[config.mk]
export PLATFORM = sky130hd
export DESIGN_NAME = return_control
export DESIGN_NICKNAME = d
export VERILOG_FILES = /design/src/rtl/return_control.sv
export SDC_FILE = /design/constraint.sdc
export NUM_CORES = 1
export LEC_CHECK = 0
export BUFFER_PORTS_ARGS = -buffer_cell sky130_fd_sc_hd__buf_2
export CAP_MARGIN = 20
export CORE_AREA = 2 2 45 47
export DETAILED_ROUTE_END_ITERATION = 10
export DIE_AREA = 0 0 47 49
export GPL_TIMING_DRIVEN = 0
export HOLD_SLACK_MARGIN = 0.05
export PLACE_DENSITY = 0.72
export REMOVE_ABC_BUFFERS = 1
export SYNTH_ARGS = -nofsm -noshare
export SYNTH_HDL_FRONTEND = slang
export SYNTH_SLANG_ARGS = --single-unit
export TNS_END_PERCENT = 1
[constraint.sdc]
create_clock -name clk -period 2.2 [get_ports clk]
set_input_delay 0.11 -clock clk [delete_from_list [all_inputs] [get_ports clk]]
set_output_delay 0.11 -clock clk [all_outputs]
set_load 0.02 [all_outputs]
[src/rtl/return_control.sv]
// rtl/return_control.sv - RET/RTI pop sequencer driving stack-pop and PC/flags restore
module return_control #(
    parameter int MEM_LAT = 1
) (
    input  logic       clk,
    input  logic       rst,
    input  logic       retSignal,
    input  logic       rtiSignal,
    output logic [3:0] out,
    output logic       mem_rd,
    output logic       sp_inc,
    output logic       pc_ld_lo,
    output logic       pc_ld_hi,
    output logic       flags_ld,
    output logic       stall,
    output logic       done
);

    generate
        if (MEM_LAT < 1 || MEM_LAT > 15) begin : g_bad_mem_lat
            $error("return_control: MEM_LAT must be in 1..15");
        end
    endgenerate

    typedef enum logic [2:0] {
        S_IDLE  = 3'd0,
        S_POP_L = 3'd1,
        S_POP_H = 3'd2,
        S_POP_F = 3'd3,
        S_DONE  = 3'd4
    } state_t;

    localparam logic [3:0] LAST_CNT = 4'(MEM_LAT - 1);

    localparam logic [3:0] CODE_IDLE  = 4'b0000;
    localparam logic [3:0] CODE_POP_L = 4'b0001;
    localparam logic [3:0] CODE_POP_H = 4'b0011;
    localparam logic [3:0] CODE_POP_F = 4'b0111;
    localparam logic [3:0] CODE_DONE  = 4'b1000;

    state_t     state;
    state_t     state_nxt;
    logic [3:0] cnt;
    logic [3:0] cnt_nxt;
    logic       is_rti;
    logic       is_rti_nxt;
    logic       in_pop_nxt;
    logic       final_nxt;

    // Next-state logic: requests only matter in IDLE, each pop lasts MEM_LAT cycles
    always_comb begin
        state_nxt  = state;
        cnt_nxt    = cnt;
        is_rti_nxt = is_rti;
        case (state)
            S_IDLE: begin
                if (rtiSignal) begin
                    is_rti_nxt = 1'b1;
                    cnt_nxt    = 4'd0;
                    state_nxt  = S_POP_L;
                end else if (retSignal) begin
                    is_rti_nxt = 1'b0;
                    cnt_nxt    = 4'd0;
                    state_nxt  = S_POP_L;
                end
            end
            S_POP_L, S_POP_H, S_POP_F: begin
                if (cnt == LAST_CNT) begin
                    cnt_nxt = 4'd0;
                    if (state == S_POP_L) begin
                        state_nxt = S_POP_H;
                    end else if (state == S_POP_H) begin
                        state_nxt = is_rti ? S_POP_F : S_DONE;
                    end else begin
                        state_nxt = S_DONE;
                    end
                end else begin
                    cnt_nxt = cnt + 4'd1;
                end
            end
            S_DONE: begin
                state_nxt = S_IDLE;
            end
            default: begin
                state_nxt = S_IDLE;
                cnt_nxt   = 4'd0;
            end
        endcase
    end

    // Decode of the upcoming state/counter, so registered outputs line up with the state they describe
    always_comb begin
        in_pop_nxt = (state_nxt == S_POP_L) || (state_nxt == S_POP_H) || (state_nxt == S_POP_F);
        final_nxt  = in_pop_nxt && (cnt_nxt == LAST_CNT);
    end

    // State, counter, RTI flag and registered Moore outputs
    always_ff @(posedge clk or negedge rst) begin
        if (!rst) begin
            state    <= S_IDLE;
            cnt      <= 4'd0;
            is_rti   <= 1'b0;
            out      <= CODE_IDLE;
            mem_rd   <= 1'b0;
            sp_inc   <= 1'b0;
            pc_ld_lo <= 1'b0;
            pc_ld_hi <= 1'b0;
            flags_ld <= 1'b0;
            stall    <= 1'b0;
            done     <= 1'b0;
        end else begin
            state    <= state_nxt;
            cnt      <= cnt_nxt;
            is_rti   <= is_rti_nxt;
            case (state_nxt)
                S_POP_L: out <= CODE_POP_L;
                S_POP_H: out <= CODE_POP_H;
                S_POP_F: out <= CODE_POP_F;
                S_DONE:  out <= CODE_DONE;
                default: out <= CODE_IDLE;
            endcase
            mem_rd   <= in_pop_nxt;
            sp_inc   <= final_nxt;
            pc_ld_lo <= final_nxt && (state_nxt == S_POP_L);
            pc_ld_hi <= final_nxt && (state_nxt == S_POP_H);
            flags_ld <= final_nxt && (state_nxt == S_POP_F);
            stall    <= (state_nxt != S_IDLE);
            done     <= (state_nxt == S_DONE);
        end
    end

endmodule

# Word level (Yosys, flattened, before mapping)
# Cells that the tools add are included.
[classes] n_addsub=1 n_mul=0 n_div=0 magnitude_cmp=0 n_eq_ne=8 shift=0 n_mux=14 bitwise_logic=0 reduce_logical=13
[ops] cell="3-bit two-way mux" n=6
[ops] cell="4-bit case mux with 4 select lines" n=1
[ops] cell="3-bit by 2-bit equality test with 1-bit output, second input constant" n=4
[ops] cell="4-bit two-way mux" n=3
[ops] cell="4-bit case mux with 3 select lines" n=1
[ops] cell="4-bit zero test" n=2
[ops] cell="3-bit by 1-bit equality test with 1-bit output, second input constant" n=2
[ops] cell="3-bit equality test, second input constant" n=2
[ops] cell="3-bit case mux with 2 select lines" n=1
[ops] cell="4-bit by 1-bit adder with 4-bit output, second input constant" n=1
[ops] cell="1-bit logical AND" n=4
[ops] cell="3-bit zero test" n=1
[ops] cell="3-bit nonzero test" n=1
[ops] cell="3-bit OR reduction" n=1
[ops] cell="1-bit logical OR" n=2
[ops] cell="1-bit two-way mux" n=2
[ops] cell="2-bit AND reduction" n=1
[ops] cell="2-bit nonzero test" n=1
[totals] regBits=19 latch_bits=0 ram_bits=0 romBits=0 in_bits=4 output_inout_bits=11 elab_cells=47 memories=0

# Logic depth before layout (Yosys ltp)
[depth] word_depth=10 ltp_mapped=6 ltp_nobuf=6

# Least setup slack after synthesis
# OpenSTA, ideal clock, no wires.
[synth_timing] path_kind="register to register" startpoint="register cnt[0]" endpoint="register pc_ld_lo" setup_time_ns=0.086 t_arrival_ns=1.508 t_required_ns=2.114 setup_slack_ns=0.605 path_stages_with_launch=7 n_path_buf=0 period_less_slack_ns=1.595 cell_sequence="dfrtp_1 inv_1 ha_1 or3b_4 nor2_4 or4_1 nor3_1"
[synth_via] elab_chain_cells=8 elab_cells_between_ends=16 cone_classes="1 x add/sub; 3 x eq/ne; 6 x mux; 6 x reduce/logical"
[synth_rtl] item="start: declaration" line="43" rtl="logic [3:0] cnt;"
[synth_rtl] item="start signal: assignment" line="113" rtl="cnt <= cnt_nxt;"
[synth_rtl] item="branches (longest 7 deep; another with 4-bit by 1-bit adder with 4-bit output)"
[synth_rtl] item="1-bit logical AND *" line="124" rtl="pc_ld_lo <= final_nxt && (state_nxt == S_POP_L);"
[synth_rtl] item="end signal: assignment" line="124"
[synth_rtl] item="end: declaration" line="12" rtl="output logic pc_ld_lo,"
# Every way passes the cells marked *.
# A chain may end at the register's enable or synchronous reset.

# Worst setup path after layout
# Same ends and word-level chain as after synthesis.

==> load_flow_metrics.sql <==
INSERT INTO impl_metrics (metric_group, metric, value, unit) VALUES
('route', 'drc', '0', ''),
('global_routing', 'grt_max_degree', '20', ''),
('floorplanning', 'row_count', '16', ''),
('placement', 'weighted_congestion_at_the_end_of_routability_driven_global_placement', '0.746', ''),
('clocking', 'worst_setup_hold_path_clk_slew', '0.10', 'ns'),
('placement', 'dpl.hpwl', '1.16', 'mm'),
('floorplanning', 'die_width', '47', 'microns'),
('placement', 'numPlacedInstances', '123', ''),
('route', 'drt_iter0_markers', '12', ''),
('clocking', 'cts_inserted_buffers', '3', ''),
('sta', 'finalHoldViolCount', '0', ''),
('power', 'ir_drop', '0.691', 'mV'),
('global_routing', 'antenna_found_initial', '0', ''),
('worst_setup_path', 'regToRegStartpoint', 'cnt[0]', ''),
('power', 'power-per-cell-area', '1550', 'nW/um^2'),
('worst_hold_path', 'worstHoldStart', 'rtiSignal', ''),
('worst_setup_path', 'crit_path_end_kind', 'register', ''),
('global_routing', 'grt_overflow', '0', ''),
('clocking', 'clock-sinks', '19', ''),
('clocking', 'cts_max_level', '1', ''),
('route', 'totalWireLength', '1.56', 'mm'),
('sta', 'clock_skew', '0.00207', 'ns'),
('clocking', 'clock_path_buffers', '2', ''),
('route', 'via_per_inst', '5.12', ''),
('route', 'detail_route.first_pass.iterations', '4', ''),
('sta', 'normalized_max_slew_margin', '0.722', ''),
('floorplanning', 'initial_core_util', '0.486', ''),
('sta', 'max_clock_freq', '569', 'MHz'),
('route', 'met3WireLength', '53', 'microns'),
('run_status', 'run_status', 'completed', ''),
('logic_synthesis', 'postSynthRegisterBits', '19', ''),
('floorplanning', 'core-area', '1840', 'sq um'),
('cells_and_area', 'antenna-diode-count', '0', ''),
('worst_hold_path', 'hold_class', 'primary input to register', ''),
('logic_synthesis', 'postSynthAreaPerCell', '10.5', 'sq um'),
('route', 'number_of_nets_with_antenna_violations_after_detailed_routing', '0', ''),
('run', 'drv_cap', '0', ''),
('global_routing', 'grt_first_pass_wirelength', '2.59', 'mm'),
('logic_synthesis', 'synth_async_sr_flop_share', '1.00', ''),
('cells_and_area', 'area.sequential', '475', 'sq um'),
('logic_synthesis', 'number_of_flops_mapped_to_enable_cells_by_yosys', '0', ''),
('logic_synthesis', 'synthTopCellsByArea', 'sky130_fd_sc_hd__dfrtp_1 (53%), sky130_fd_sc_hd__inv_1 (4.2%), sky130_fd_sc_hd__nand2_1 (3.8%), sky130_fd_sc_hd__nor2_1 (2.9%), sky130_fd_sc_hd__a311oi_1 (2.9%)', ''),
('clocking', 'post_cts_buffers', '0', ''),
('logic_synthesis', 'synth.lib_cells_used.distinct', '33', ''),
('sta', 'tns', '0', 'ns'),
('sta', 'time_the_worst_path_needs_with_i_o_delays_and_setup', '1.76', 'ns'),
('route', 'vias', '655', ''),
('sta', 'final-max-slew-violation-count', '0', ''),
('cells_and_area', 'final_cells', '128', ''),
('route', 'wl_met2', '764', 'microns'),
('floorplanning', 'ioPinCount', '15', ''),
('sta', 'grt_setup_unrepaired', 'false', ''),
('cells_and_area', 'syn2layout_area_growth', '13.1', '%'),
('worst_setup_path', 'critical_path.max_fanout', '6', ''),
('placement', 'port_bufs', '14', ''),
('logic_synthesis', 'synthesis.yosys.warnings', '0', ''),
('clocking', 'cts.hold.buffers_added', '1', ''),
('global_routing', 'grt_util_all_layers', '0.158', ''),
('logic_synthesis', 'postSynth.topFlopCell', 'sky130_fd_sc_hd__dfrtp_1', ''),
('clocking', 'worst_skew_pair.late_latency', '0.29', 'ns'),
('clocking', 'clock_root_cell', 'sky130_fd_sc_hd__clkbuf_4', ''),
('route', 'routedLengthMet1', '710', 'microns'),
('worst_setup_path', 'crit_type', 'register to register', ''),
('power', 'power.total', '0.00157', 'W'),
('logic_synthesis', 'yosysTopAreaCellShare', '0.531', ''),
('clocking', 'cts_tree', 'yes', ''),
('worst_setup_path', 'cp_data_arrival_time', '1.97', 'ns'),
('cells_and_area', 'finalCoreUtilization', '0.550', ''),
('sta', 'setup_viol', '0', ''),
('logic_synthesis', 'synth_sequential_area_ratio', '0.531', ''),
('floorplanning', 'floorplan.die_area', '2300', 'sq um');
report_power, final:
| group | switching (W) | internal (W) |
|---|---|---|
| Combinational | 0.000474 | 0.000310 |
| Sequential | 0.000128 | 0.000487 |
| Clock | 0.000105 | 0.0000706 |
| Total | 0.000707 | 0.000867 |
metrics by stage:
step | hold WS (ns) | setup slack, ns | cell area (sq um)
2_1_floorplan | -0.186 | 0.605 | 872
3_3_place_gp | 0.0618 | 0.465 | 976
3_5_place_dp | 0.0639 | 0.460 | 976
4_1_cts | 0.0911 | 0.440 | 1010
5_1_grt | 0.0915 | 0.278 | 1010
6_report | 0.0899 | 0.442 | 1010
synthesized netlist by cell type (2+ instances only):
cell type and instances:
sky130_fd_sc_hd__a21oi_1 2, sky130_fd_sc_hd__ha_1 2, sky130_fd_sc_hd__and2_1 2, sky130_fd_sc_hd__nor2_1 7, sky130_fd_sc_hd__nor4_1 2, sky130_fd_sc_hd__nand3_1 3, sky130_fd_sc_hd__a311oi_1 3, sky130_fd_sc_hd__inv_1 10
sky130_fd_sc_hd__nand2_1 9, sky130_fd_sc_hd__nor3_1 4, sky130_fd_sc_hd__dfrtp_1 19
cells by family (layout without fill, tap and decap cells):
kind of cell    after synthesis  after routing  synth area share
fa+ha+maj                     2              2            0.0280
simple gates                 33             33             0.211
flops                        19             19             0.531
buf+inv                      13             29            0.0671
xor+xnor                      1              1           0.00979
compound gates               17             17             0.152
path summary, 6_finish.rpt:
| check | endpoint | slack [ns] | cells past startpoint |
|---|---|---|---|
| min | is_rti | 0.09 | 2 |
| min in group asynchronous | out[1] | 0.26 | 2 |
| max reg2reg | pc_ld_lo | 0.44 | 6 |
| max | pc_ld_lo | 0.44 | 6 |
| min reg2reg | cnt[0] | 0.59 | 1 |
| max in group asynchronous | cnt[1] | 1.66 | 2 |
layer usage:
layer  vias up  GRT usage
met5         -          0
met4         0     0.0694
met3         5     0.0333
met2        16      0.235
met1       310      0.215
li1        324          -
cells in the final DEF, fill, tap and decap left out:
cell type and instances:
sky130_fd_sc_hd__nand2b_4 1, sky130_fd_sc_hd__nor3_1 4, sky130_fd_sc_hd__o21ai_1 1, sky130_fd_sc_hd__dlygate4sd3_1 1, sky130_fd_sc_hd__o211ai_1 1, sky130_fd_sc_hd__or4_1 1, sky130_fd_sc_hd__nand2_1 9, sky130_fd_sc_hd__buf_2 14
sky130_fd_sc_hd__dfrtp_1 19, sky130_fd_sc_hd__clkbuf_1 1, sky130_fd_sc_hd__xnor2_1 1, sky130_fd_sc_hd__inv_1 10, sky130_fd_sc_hd__nand3_1 3, sky130_fd_sc_hd__a21oi_1 2, sky130_fd_sc_hd__a21o_2 1, sky130_fd_sc_hd__or3b_4 1
sky130_fd_sc_hd__o311ai_0 1, sky130_fd_sc_hd__o21bai_1 1, sky130_fd_sc_hd__nor3b_2 1, sky130_fd_sc_hd__a22oi_1 1, sky130_fd_sc_hd__o21ai_0 1, sky130_fd_sc_hd__and2_1 2, sky130_fd_sc_hd__a22o_2 1, sky130_fd_sc_hd__o21ba_2 1
sky130_fd_sc_hd__nor4_1 2, sky130_fd_sc_hd__a311oi_1 3, sky130_fd_sc_hd__nor2_4 1, sky130_fd_sc_hd__nor2_1 7, sky130_fd_sc_hd__clkbuf_4 3, sky130_fd_sc_hd__o2111ai_1 1, sky130_fd_sc_hd__o211ai_2 1, sky130_fd_sc_hd__nor4_2 1
sky130_fd_sc_hd__a22o_1 1, sky130_fd_sc_hd__ha_1 2
sequential cells by signal, indices dropped and copies added, names as in the netlist:
| register | flops |
|---|---|
| cnt | 4 |
| done | 1 |
| flags_ld | 1 |
| is_rti | 1 |
| mem_rd | 1 |
| out | 4 |
| pc_ld_hi | 1 |
| pc_ld_lo | 1 |
| sp_inc | 1 |
| stall | 1 |
| state | 3 |
critical path, stage by stage (launching register included):
cell	delay, ns
sky130_fd_sc_hd__dfrtp_1	0.44
sky130_fd_sc_hd__inv_1	0.08
sky130_fd_sc_hd__ha_1	0.22
sky130_fd_sc_hd__or3b_4	0.28
sky130_fd_sc_hd__nor2_4	0.05
sky130_fd_sc_hd__or4_1	0.45
sky130_fd_sc_hd__nor3_1	0.16
layout make-up:
class	instances	area share
Clock buffer	4	0.0260
Inverter	10	0.0371
Multi-Input combinational cell	53	0.355
Sequential cell	19	0.470
Tap cell	27	0.0334
Timing Repair Buffer	15	0.0791
Power figures use the tool's default switching activity.
